## src/rtl/activation_unit.sv

```systemverilog
// activation_unit: post-accumulation activation stage for the FP32 neuron datapath.
// Applies identity / ReLU / leaky ReLU / clamp using only sign and exponent
// manipulation, then queues results in a first-word-fall-through FIFO that the
// next layer drains with a valid/ready handshake.
module activation_unit #(
   parameter int DEPTH      = 8,
   parameter int LEAK_SHIFT = 3
) (
   input  logic                     clk,
   input  logic                     rstn,
   input  logic                     flush,
   input  logic                     acc_valid,
   input  logic [31:0]              acc_data,
   input  logic [1:0]               act_sel,
   output logic                     out_valid,
   input  logic                     out_ready,
   output logic [31:0]              out_data,
   output logic [$clog2(DEPTH):0]   count,
   output logic                     fifo_full,
   output logic                     overflow
);

   localparam int AW = $clog2(DEPTH);
   localparam int CW = AW + 1;

   localparam logic [1:0]  SEL_IDENT = 2'b00;
   localparam logic [1:0]  SEL_RELU  = 2'b01;
   localparam logic [1:0]  SEL_LEAKY = 2'b10;
   localparam logic [1:0]  SEL_CLAMP = 2'b11;

   localparam logic [31:0] QNAN      = 32'h7FC0_0000;
   localparam logic [31:0] ONE       = 32'h3F80_0000;
   localparam logic [7:0]  LEAK_E    = 8'(LEAK_SHIFT);
   localparam logic [7:0]  E_ONE     = 8'd127;
   localparam logic [7:0]  E_MAX     = 8'd255;

   // pipeline registers
   logic          s1_valid;
   logic [31:0]   s1_data;
   logic [1:0]    s1_sel;
   logic          s2_valid;
   logic [31:0]   s2_data;

   // FIFO storage and bookkeeping
   logic [31:0]   mem [DEPTH];
   logic [AW-1:0] wr_ptr;
   logic [AW-1:0] rd_ptr;
   logic          pop;
   logic          push_ok;
   logic          push_drop;

   // field split of the stage 1 operand
   logic          in_s;
   logic [7:0]    in_e;
   logic [22:0]   in_m;
   logic          is_nan;
   logic          is_zero_like;
   logic [31:0]   signed_zero;
   logic [31:0]   act_result;

   assign in_s         = s1_data[31];
   assign in_e         = s1_data[30:23];
   assign in_m         = s1_data[22:0];
   assign is_nan       = (in_e == E_MAX) && (in_m != 23'd0);
   // zero and denormal are both handled as a signed zero
   assign is_zero_like = (in_e == 8'd0);
   assign signed_zero  = {in_s, 31'd0};

   // Stage 1: capture the accumulator sum and its mode select
   always_ff @(posedge clk) begin
      if (!rstn) begin
         s1_valid <= 1'b0;
         s1_data  <= 32'd0;
         s1_sel   <= 2'b00;
      end else if (flush) begin
         s1_valid <= 1'b0;
      end else begin
         s1_valid <= acc_valid;
         if (acc_valid) begin
            s1_data <= acc_data;
            s1_sel  <= act_sel;
         end
      end
   end

   // Activation function on the stage 1 operand, bit manipulation only
   always_comb begin
      act_result = s1_data;
      if (is_nan) begin
         act_result = QNAN;
      end else begin
         unique case (s1_sel)
            SEL_IDENT: begin
               act_result = is_zero_like ? signed_zero : s1_data;
            end
            SEL_RELU: begin
               if (in_s || is_zero_like)
                  act_result = 32'd0;
               else
                  act_result = s1_data;
            end
            SEL_LEAKY: begin
               if (!in_s) begin
                  act_result = is_zero_like ? 32'd0 : s1_data;
               end else if (in_e == E_MAX) begin
                  // -inf scaled by a positive factor is still -inf
                  act_result = s1_data;
               end else if (in_e > LEAK_E) begin
                  // multiply by 2^-LEAK_SHIFT by lowering the exponent
                  act_result = {1'b1, in_e - LEAK_E, in_m};
               end else begin
                  // result would be denormal or below; flush to -0
                  act_result = 32'h8000_0000;
               end
            end
            SEL_CLAMP: begin
               if (in_e >= E_ONE)
                  act_result = {in_s, ONE[30:0]};
               else if (is_zero_like)
                  act_result = signed_zero;
               else
                  act_result = s1_data;
            end
            default: act_result = s1_data;
         endcase
      end
   end

   // Stage 2: register the activation result alongside its valid bit
   always_ff @(posedge clk) begin
      if (!rstn) begin
         s2_valid <= 1'b0;
         s2_data  <= 32'd0;
      end else if (flush) begin
         s2_valid <= 1'b0;
      end else begin
         s2_valid <= s1_valid;
         if (s1_valid)
            s2_data <= act_result;
      end
   end

   // FIFO handshake decode; a full FIFO still takes a write when it pops in the same cycle
   assign out_valid = (count != CW'(0));
   assign fifo_full = (count == CW'(DEPTH));
   assign pop       = out_valid && out_ready;
   assign push_ok   = s2_valid && (!fifo_full || pop);
   assign push_drop = s2_valid && fifo_full && !pop;
   assign out_data  = out_valid ? mem[rd_ptr] : 32'd0;

   // FIFO storage write; storage itself needs no reset since count gates visibility
   always_ff @(posedge clk) begin
      if (rstn && !flush && push_ok)
         mem[wr_ptr] <= s2_data;
   end

   // FIFO pointers, occupancy and sticky overflow flag
   always_ff @(posedge clk) begin
      if (!rstn || flush) begin
         wr_ptr   <= '0;
         rd_ptr   <= '0;
         count    <= '0;
         overflow <= 1'b0;
      end else begin
         if (push_ok)
            wr_ptr <= wr_ptr + AW'(1);
         if (pop)
            rd_ptr <= rd_ptr + AW'(1);
         if (push_ok && !pop)
            count <= count + CW'(1);
         else if (pop && !push_ok)
            count <= count - CW'(1);
         if (push_drop)
            overflow <= 1'b1;
      end
   end

endmodule

```

## config.mk

```make
export PLATFORM = sky130hd
export DESIGN_NAME = activation_unit
export DESIGN_NICKNAME = d
export VERILOG_FILES = /design/src/rtl/activation_unit.sv
export SDC_FILE = /design/constraint.sdc
export NUM_CORES = 1
export LEC_CHECK = 0
export CAP_MARGIN = 15
export CORE_MARGIN = 2
export CORE_UTILIZATION = 55
export DETAILED_ROUTE_END_ITERATION = 10
export HOLD_SLACK_MARGIN = 0.08
export PLACE_DENSITY = 0.8
export SETUP_SLACK_MARGIN = 0.2
export SYNTH_ARGS = -nofsm -noshare
export SYNTH_HDL_FRONTEND = slang
export SYNTH_SLANG_ARGS = --single-unit
```

## constraint.sdc

```tcl
create_clock -name clk -period 5.2 [get_ports clk]
set_input_delay 1.04 -clock clk [delete_from_list [all_inputs] [get_ports clk]]
set_output_delay 1.04 -clock clk [all_outputs]
set_load 0.01 [all_outputs]
```

# == Word-level counts from Yosys, hierarchy flattened ==
# Memory sizes are Yosys's and may differ from the RTL's. A register that Yosys moved wholly into a read port is not among the register bits.
# Index checks and enable logic that the tools add are counted.
# W data, S select, Z words.
# classes
order_cmp,2
n_eq_ne,5
n_bitwise,2
muxes,16
reduce_logical,25
addsub,5
# ops
op,count
$mux W31,5
$mux W32,4
$pmux W32 S4,1
$reduce_bool A23 Y1,1
$logic_and A1 B1 Y1,9
$eq A8 B8 Y1 const B,1
$ge A8 B7 Y1 const B,1
$gt A8 B2 Y1 const B,1
$logic_not A8 Y1,1
$mux W4,2
$sub A8 B2 Y8 const B,1
$add A3 B1 Y3 const B,2
$mux W3,2
$logic_not A1 Y1,5
$add A4 B1 Y4 const B,1
$eq A2 B2 Y1 const B,2
$eq A4 B4 Y1 const B,1
$reduce_and A2 Y1,2
$reduce_bool A4 Y1,1
$sub A4 B1 Y4 const B,1
$logic_or A1 B1 Y1,3
$eq A2 B1 Y1 const B,1
$logic_not A2 Y1,1
$mux W1,2
3 further kinds,4
# word_totals
reg_bits,79
input_bits,39
mem_bits_rw,256
n_memories,1
# mem_list
memory,words,word_bits,rd,rd_ports_with_merged_regs,wr,line_no,text
mem,8,32,1,1,1,45,logic [31:0] mem [DEPTH];

# == Longest topological paths before layout ==
# logic_depth
depth_word,8
ltp_mapped,11

# == Worst setup path after synthesis ==
# OpenSTA, ideal clock, no wires.
# synth_path
path_type,in2reg
startpoint,in out_ready
endpoint,mem mem[4][0] (enable)
cell_stages,4
arrival_time_ns,3.757
slack_ns,0.982
setup_ns,0.461
path_cell_list,o21a_1 > clkbuf_1 > nand3_1 > nor3_1
# synth_via
elab_chain_cells,6
# synth_rtl
item,line_no,text
start: declaration,16,"input logic out_ready,"
$logic_and A1 B1 Y1,146,assign pop = out_valid && out_ready;
$logic_or A1 B1 Y1,147,assign push_ok = s2_valid && (!fifo_full || pop);
$logic_and A1 B1 Y1,147,
net push_ok,49,logic push_ok;
$logic_and A1 B1 Y1,153,if (rstn && !flush && push_ok)
$mux W1,153,
$mux W1 (not written as such),154,mem[wr_ptr] <= s2_data;
end: declaration,45,
# The timed path passes the listed nets, and every way through them passes these cells.

==> metrics.md <==
| Metric | Value |
|---|---|
| Fraction of layout cells with a size suffix above 1 | 17.3% |
| Max Slew Vio Count | 0 |
| Worst slew margin | 25.1% |
| Synth Flop Type | edfxtp_1 |
| Clock-pin transition on the worst setup and hold timing paths | 0.06 ns |
| Final ANT Viol Nets | 0 |
| Max_cap viols | 0 |
| RSZ-0062 raised after global routing | false |
| Final Cycle Share | 80.7% |
| Slew @ Worst Pin | 1.12 ns |
| Area of the die | 25200 µm² |
| Number of global-route vias before repair | 7382 |
| Vias per cell | 5.84 |
| Bufs on Longest Clock Path | 3 |
| Ys async rst share | 0% |
| Core Rows | 56 |
| RePlAce Congestion | 0.899 |
| Post-CTS setup buffer count | 0 |
| Multiplexer share of the synthesized area | 13.6% |
| H-tree depth | 1 |
| Post-synthesis adder-cell area fraction | 0.816% |
| CTS root buffer | clkbuf_16 |
| Fmax | 0.238 GHz |
| VDD IR-drop max | 0.220 mV |
| Register area share after synthesis | 70.7% |
| NetSw | 1.09 mW |
| Placed cell count | 1175 |
| Reg power frac | 52.9% |
| Int Pwr | 4.43 mW |
| Mapped Nets | 853 |
| Startpoint types | flop |
| Post-Layout Cell Count | 1234 |
| 1st-iter DRT viols | 613 |
| Synth cell types | 49 |
| CTS tree | built |
| XOR/XNOR Fraction of Synth Area | 0.531% |
| Yosys warning total | 0 |
| CP required | 4.16 ns |
| Synth top area cells | edfxtp_1 (58%), dfxtp_1 (12%), mux4_2 (11%), mux2i_1 (2.6%), nand2_1 (2.4%) |
| Hold Path Class | reg2reg |
| Post-route minimum period | 4.20 ns |
| Clk Latency, worst-skew pair | 0.55 ns |
| CP endpoint kind | output port |
| Hold Worst Slack | 0.466 ns |
| Die Span X | 159 µm |
| Starting Density | 56.0% |
| Final nets | 936 |
| Initial antenna violation count | 1 |
| Die Span Y | 159 µm |
| PortBufs | 77 |
| Total Routed Length | 26900 µm |
| First-pass DRT Iterations | 5 |
| Post-DP HPWL | 15500 µm |
| Avg Synthesized Cell Area | 16.4 µm² |
| GRT Overall Usage | 21.5% |
| CTS Hold Buffers Added | 0 |
| Final Skew | 0.0128 ns |
| Synth Area in Compound Gates | 6.05% |
| #FFs+latches synth | 338 |
| Switch share | 19.7% |
| Number of synthesized flops with an enable pin | 256 |
| Arrival time worst endpoint | 3.16 ns |
| DRC viols | 0 |
| Synth top area share | 58.3% |
| Grt ovf | 0 |
| Setup TNS | 0 ns |
| Syn Std Cell Area | 13200 µm² |
| Synth Instances | 806 |
| Synth Area in Simple Gates | 6.54% |
| Power per standard cell area | 357 nW/µm² |
| Largest net degree at the start of global routing | 50 |
| Hold Vio Cnt, Final | 0 |
| Vias after detailed routing | 7211 |
| Core ar. | 23500 µm² |
| Final setup fails | 0 |
| First-pass GRT wire length | 41900 µm |
| Main combinational cell family by area after synthesis | multiplexers |
| Clock power frac | 43.0% |
| Number of CTS-inserted buffers | 31 |
| Lkg Pwr | 5.03 nW |
| Routed length per instance | 21.8 µm |
| CP Class | reg2out |
| Combinational Power Share | 4.1% |
| Total clock sinks | 338 |
| Area delta synth->final | 17.2% |
| Max FO, Critical Path | 43 |
| Run status | complete, no violations |
| IO Count | 78 |
| Post-synth top area cell | edfxtp_1 |
| Tot Pwr | 5.52 mW |
| Cells resized by post-CTS repair | 0 |
final timing paths:
| kind | from | slack (ns) | to | cells past startpoint |
|---|---|---|---|---|
| hold / removal | overflow | 0.47 | overflow | 2 |
| hold reg to reg | overflow | 0.47 | overflow | 2 |
| setup / recovery | flop | 1.00 | out_data[14] | 5 |
| setup reg to reg | count[0] | 2.24 | count[3] | 10 |
synth_stat cells, types with 9 or more instances:
cell and count:
edfxtp_1 256, nand2_1 84, dfxtp_1 82, mux4_2 64, nor2_1 57, a21boi_0 34, mux2i_1 34, clkbuf_1 31
a22o_1 21, o21ai_0 18, a21oi_1 14, nor2b_1 9
power groups by stage:
stage | sequential (mW) | combinational, mW | clock (mW)
2_1_floorplan | 2.96 | 0.124 | 0
3_3_place_gp | 2.98 | 0.223 | 0
3_5_place_dp | 2.98 | 0.226 | 0
4_1_cts | 2.92 | 0.227 | 2.41
5_1_grt | 2.92 | 0.245 | 2.51
6_report | 2.92 | 0.225 | 2.38
flip-flops by register name, summed over array words and instances (netlist names), named ones only:
name / count
mem: 256
s1_data: 32
s2_data: 32
count: 4
rd_ptr: 3
wr_ptr: 3
s1_sel: 2
overflow: 1
s1_valid: 1
s2_valid: 1
stage by stage:
step | area [µm²] | util, % | setup WS (ns)
detailed placement | 14400 | 61.0 | 1.52
global route | 15500 | 65.7 | 0.790
CTS | 15500 | 65.7 | 0.929
finish | 15500 | 65.7 | 1.00
floorplan | 13200 | - | 0.982
global placement | 14400 | 61.0 | 1.58
worst max-delay path: stages (launching register included):
cell and delay [ns]:
dfxtp_4 0.91, buf_4 0.39, mux4_2 0.54, mux2i_1 0.15, nor2_1 0.06, clkdlybuf4s50_1 0.50
routing by layer:
layer  part of all wire (%)  vias up  GRT usage, %  wire length [µm]
li1                       -     3276             -                 -
met5                      0        -             0                 0
met1                     40     3630          28.4             10800
met2                     51      273          37.9             13800
met3                    6.8       32          3.19              1830
met4                    1.7        0          5.29               459
layout by cell type (no fill, tap or decap), types with 4 or more instances in the layout:
cell type,synthesis,final
nor4_1,7,6
a31oi_1,7,7
clkbuf_16,0,31
clkdlybuf4s50_1,0,77
nand2_1,84,84
nor2_4,0,6
inv_1,7,7
mux4_2,64,64
nor2_1,57,51
clkbuf_1,31,5
mux2i_1,34,34
nand3_1,7,7
clkbuf_8,0,6
bufinv_16,0,5
a22o_1,21,21
edfxtp_1,256,256
ha_1,7,7
nor3_1,6,4
dfxtp_1,82,79
xor2_1,5,5
nand2b_1,5,5
a21oi_1,14,14
a21boi_0,34,34
clkinv_2,0,4
o21ai_0,18,18
buf_4,0,19
nor2b_1,9,8
layout make-up:
type	instances	area [µm²]
clock inverter	16	213
multi-input combinational	415	3690
clock buffer	42	877
tap	319	399
timing repair buffer	96	913
sequential	338	9340
fill	1643	8080
inverter	7	26.3
antenna	1	2.50
logic make-up after synthesis:
logic type	after synthesis
AO/OA/AOI/OAI	110
XOR/XNOR	8
adder cells (fa/ha/maj)	8
buffers and inverters	53
flip-flops	338
multiplexers	99
AND/OR/NAND/NOR	190
(Power assumes the default switching activity.)
==> patch 1, RTL diff (same settings) <==
Reset style: asynchronous (`rstn`), changed in 2 clocked blocks.
--- a/src/rtl/activation_unit.sv
+++ b/src/rtl/activation_unit.sv
@@ -67,7 +67,7 @@
    assign signed_zero  = {in_s, 31'd0};
 
    // Stage 1: capture the accumulator sum and its mode select
-   always_ff @(posedge clk) begin
+   always_ff @(posedge clk or negedge rstn) begin
       if (!rstn) begin
          s1_valid <= 1'b0;
          s1_data  <= 32'd0;
@@ -127,7 +127,7 @@
    end
 
    // Stage 2: register the activation result alongside its valid bit
-   always_ff @(posedge clk) begin
+   always_ff @(posedge clk or negedge rstn) begin
       if (!rstn) begin
          s2_valid <= 1'b0;
          s2_data  <= 32'd0;
Check against the original RTL: no difference found for any inputs over 4 cycles, from zero or initial values and one cycle with rstn low; that may be too few to reach the edited logic, so the function may still have changed.
==> patch 1 against the original RTL <==
- routed wire length up 1.9%
- synthesized area up 1.1%
- design area up 1.0%
- largest cell class unchanged
- worst hold slack improved by 0.027 ns
- clock skew rose by 0.0029 ns
- worst setup slack gained 0.079 ns
- core utilization increased by 0.49 points
- die area rose by 1.1%
- sequential cell count is the same
- critical path type unchanged
- critical path depth unchanged
Power is not compared: it rests on default switching activity, and its combinational part moved more than twofold at a synthesized area within 25%.
==> patch 1: results (changes against the original RTL) <==
<table>
<tr><th>Metric</th><th>Value</th></tr>
<tr><th colspan="2">Yosys</th></tr>
<tr><td>XOR/XNOR share of the synthesized area</td><td>0.005909 (+0.0005973)</td></tr>
<tr><td>Share of synthesized cell area in full adder, half adder and majority cells</td><td>0.008067 (-0.00009106)</td></tr>
<tr><td>Most area-consuming cells after synthesis</td><td>sky130_fd_sc_hd__edfxtp_1, sky130_fd_sc_hd__dfrtp_1, sky130_fd_sc_hd__mux4_2</td></tr>
<tr><td>FFs w/ async S/R, synth</td><td>0.2012 (+0.2012)</td></tr>
<tr><td>Portion of the post-synthesis area used by sequential elements</td><td>0.7249 (+0.01762)</td></tr>
<tr><td>Synthesized net count</td><td>771 (-9.6%)</td></tr>
<tr><td>Complex-gate fraction of the synthesized area</td><td>0.03996 (-0.02056)</td></tr>
<tr><th colspan="2">Timing</th></tr>
<tr><td>Transition time at the pin with the least slew margin</td><td>1.100 ns (-0.02362 ns)</td></tr>
<tr><th colspan="2">GRT</th></tr>
<tr><td>Met3 track demand over resource</td><td>0.04052 (+0.008649)</td></tr>
<tr><td>Vias in the first global route</td><td>7560 (+2.4%)</td></tr>
<tr><td>Maximum number of pins on one net before global-route repair</td><td>70 (+40%)</td></tr>
<tr><td>GR Util All Layers</td><td>0.2205 (+0.005581)</td></tr>
<tr><td>Initial antenna violation count</td><td>0 (-1)</td></tr>
<tr><th colspan="2">Routing</th></tr>
<tr><td>Met3 routed WL</td><td>1968 um (+7.8%)</td></tr>
<tr><td>Detail-routed via count per cell</td><td>6.062 (+3.7%)</td></tr>
<tr><td>WL met1</td><td>10880 um (+0.65%)</td></tr>
<tr><td>DRT iter0 DRCs</td><td>752 (+23%)</td></tr>
<tr><th colspan="2">Setup path</th></tr>
<tr><td>Worst EP arrival</td><td>3.08 ns (-0.08 ns)</td></tr>
<tr><td>Maximum fanout encountered on the critical timing path</td><td>36 (-16%)</td></tr>
<tr><td>Gate family responsible for the most delay along the worst path</td><td>multiplexers</td></tr>
<tr><th colspan="2">Placement</th></tr>
<tr><td>Placed wire-length estimate after detailed placement</td><td>15620 um (+1.1%)</td></tr>
<tr><th colspan="2">Status</th></tr>
<tr><td>Run status</td><td>finished, final reports clean</td></tr>
<tr><th colspan="2">Clock tree</th></tr>
<tr><td>Inserted Clock Buffers</td><td>34 (+9.7%)</td></tr>
<tr><td>Htree depth</td><td>2 (+1)</td></tr>
<tr><th colspan="2">Layout</th></tr>
<tr><td>Layout filler cell count</td><td>1523 (-7.3%)</td></tr>
<tr><td>Post-layout nets</td><td>860 (-8.1%)</td></tr>
<tr><td>Proportion of layout cells with a drive suffix above 1</td><td>0.2348 (+0.06194)</td></tr>
</table>
-- patch 1: cell count changes in the layout (fill, tap and decap cells not counted), sizes merged, moves of 9 or more --
cell / unedited run / this run
nand2: 84 / 20
dfrtp: 0 / 68
mux2: 1 / 30
dfxtp: 82 / 14
nor2: 57 / 66
a21boi: 34 / 1
-- patch 1: worst max-delay path by stage --
stage	start	endpoint	slack, ns	cells past startpoint
final	flip-flop	out_data[31]	1.08	5
after detailed placement	flush	s2_data[8]$_DFFE_PN0P_	1.56	7
after CTS	flip-flop	out_data[31]	1.02	5
after global placement	flip-flop	out_data[31]	1.61	5
after floorplan	out_ready	mem[1][0]$_DFFE_PP_	1.09	4
after global routing	flip-flop	out_data[31]	0.88	5
-- patch 1: cell families after synthesis --
| kind of cell | after synthesis |
|---|---|
| adder cells (fa/ha/maj) | 8 |
| flip-flops | 338 |
| AND/OR/NAND/NOR | 128 |
| multiplexers | 128 |
| XOR/XNOR | 9 |
| AO/OA/AOI/OAI | 66 |
| buffers and inverters | 47 |
-- patch 1: area by class of cell --
cell class | instances | area share
Tap cell | 319 | 0.02555
Timing Repair Buffer | 92 | 0.05911
Clock inverter | 14 | 0.007609
Clock buffer | 48 | 0.06319
Inverter | 8 | 0.001922
Sequential cell | 338 | 0.6193
Multi-Input combinational cell | 339 | 0.2233
-- patch 1: through the flow --
step	instances	setup WS (ns)	utilization	area, um^2	hold WS [ns]
2_1_floorplan	724	1.092	-	13340	0.4519
3_3_place_gp	1095	1.612	0.6136	14490	0.4596
3_5_place_dp	1095	1.562	0.6136	14490	0.4600
4_1_cts	1157	1.024	0.6604	15600	0.4878
5_1_grt	1158	0.8790	0.6616	15620	0.5023
6_report	1158	1.081	0.6616	15620	0.4931
==> patch 2, RTL diff (same flow settings) <==
Without the edit above. Set the parameter `DEPTH` to 16 (it was 8).
--- a/src/rtl/activation_unit.sv
+++ b/src/rtl/activation_unit.sv
@@ -3,7 +3,7 @@
 // manipulation, then queues results in a first-word-fall-through FIFO that the
 // next layer drains with a valid/ready handshake.
 module activation_unit #(
-   parameter int DEPTH      = 8,
+   parameter int DEPTH      = 16,
    parameter int LEAK_SHIFT = 3
 ) (
    input  logic                     clk,
Interface: changed (resized count); port bits go from 78 to 79. The function was not compared with the original's and may differ.
==> patch 2 against the original RTL <==
- synthesized area up 75%
- worst setup slack lost 0.36 ns
- sequential cell count increased by 260
- sequential power increased by 78%
- core utilization down 2.1 points
- sequential share of layout area rose by 4.1 points
- design area rose by 72%
- power is 73% higher
- routed wire length rose by 92%
- non-clock buffer count is 18 higher
- first-iteration DRC count grew 130%
- die area up 73%
==> patch 2: results (changes against the original RTL) <==
<table>
<tr><th>Metric</th><th>Value</th></tr>
<tr><th colspan="2">Routing</th></tr>
<tr><td>WL met1</td><td>19780 um (+83%)</td></tr>
<tr><td>Met3 routed WL</td><td>4665 um (+160%)</td></tr>
<tr><td>DRT iter0 DRCs</td><td>1434 (+130%)</td></tr>
<tr><th colspan="2">Timing</th></tr>
<tr><td>Post-route worst hold slack</td><td>0.4929 ns (+0.02649 ns)</td></tr>
<tr><td>Largest clock skew in the final design</td><td>0.01524 ns (+0.002430 ns)</td></tr>
<tr><th colspan="2">Yosys</th></tr>
<tr><td>Number of enable-type register cells in the synthesized netlist</td><td>512 (+100%)</td></tr>
<tr><td>Post-synth cell types</td><td>57 (+16%)</td></tr>
<tr><td>Cells after synthesis</td><td>1184 (+47%)</td></tr>
<tr><td>Most area-consuming cells after synthesis</td><td>sky130_fd_sc_hd__edfxtp_1, sky130_fd_sc_hd__mux4_2, sky130_fd_sc_hd__dfxtp_1</td></tr>
<tr><th colspan="2">Worst hold path</th></tr>
<tr><td>Hold path startpoint</td><td>s1_data[18]$_SDFFE_PN0P_</td></tr>
<tr><td>End point of the most critical hold path</td><td>s1_data[18]$_SDFFE_PN0P_</td></tr>
<tr><th colspan="2">Setup path</th></tr>
<tr><td>Worst reg-to-reg setup slack</td><td>1.57 ns (-0.67 ns)</td></tr>
<tr><td>Register-to-Register Path Depth</td><td>11 (+1)</td></tr>
<tr><td>Worst EP arrival</td><td>3.52 ns (+0.36 ns)</td></tr>
<tr><th colspan="2">Placement</th></tr>
<tr><td>Worst setup timing slack at the placement stage</td><td>1.029 ns (-0.4891 ns)</td></tr>
<tr><td>Port buffer count</td><td>78 (+1.3%)</td></tr>
<tr><td>Post-placement cell area</td><td>24750 um^2 (+72%)</td></tr>
<tr><th colspan="2">Power</th></tr>
<tr><td>Largest vdd supply drop</td><td>0.0002671 V (+21%)</td></tr>
<tr><th colspan="2">Layout</th></tr>
<tr><td>Total inserted antenna cells</td><td>0 (-1)</td></tr>
<tr><td>Finished Core Util</td><td>0.6353 (-0.02143)</td></tr>
<tr><td>Layout filler cell count</td><td>2690 (+64%)</td></tr>
<tr><th colspan="2">Status</th></tr>
<tr><td>Run status</td><td>finished, final reports clean</td></tr>
<tr><th colspan="2">Clock tree</th></tr>
<tr><td>Latest clock arrival within the worst-skew pair</td><td>0.61 ns (+0.06 ns)</td></tr>
<tr><td>Inserted Clock Buffers</td><td>57 (+84%)</td></tr>
<tr><th colspan="2">GRT</th></tr>
<tr><td>Maximum number of pins on one net before global-route repair</td><td>61 (+22%)</td></tr>
<tr><td>Met3 track demand over resource</td><td>0.04058 (+0.008707)</td></tr>
<tr><td>GR Util All Layers</td><td>0.2437 (+0.02883)</td></tr>
</table>
patch 2: changes by cell type in the layout (fill, tap and decap cells not counted), sizes merged, moves of 6 or more:
cell / delta
nor2: -16
inv: +6
edfxtp: +256
mux4: +96
buf: +17
clkbuf: +51
and2: +34
mux2i: -31
patch 2: cell families (layout without fill, tap and decap cells):
family          count (synthesis)  after routing  share of synthesized area
flops                         598            598                     0.7388
simple gates                  210            210                    0.04374
mux                           163            163                     0.1570
compound gates                114            114                    0.03526
buf+inv                        78            233                    0.01492
fa+ha+maj                      12             12                   0.006813
xor+xnor                        9              9                   0.003406
patch 2: cell type report:
type | count | area share
clock inverters | 14 | 0.004056
repair buffers | 114 | 0.04150
flip-flops and latches | 598 | 0.6448
inverters | 12 | 0.001698
multi-input cells | 508 | 0.2195
clock buffers | 93 | 0.06301
well taps | 539 | 0.02542
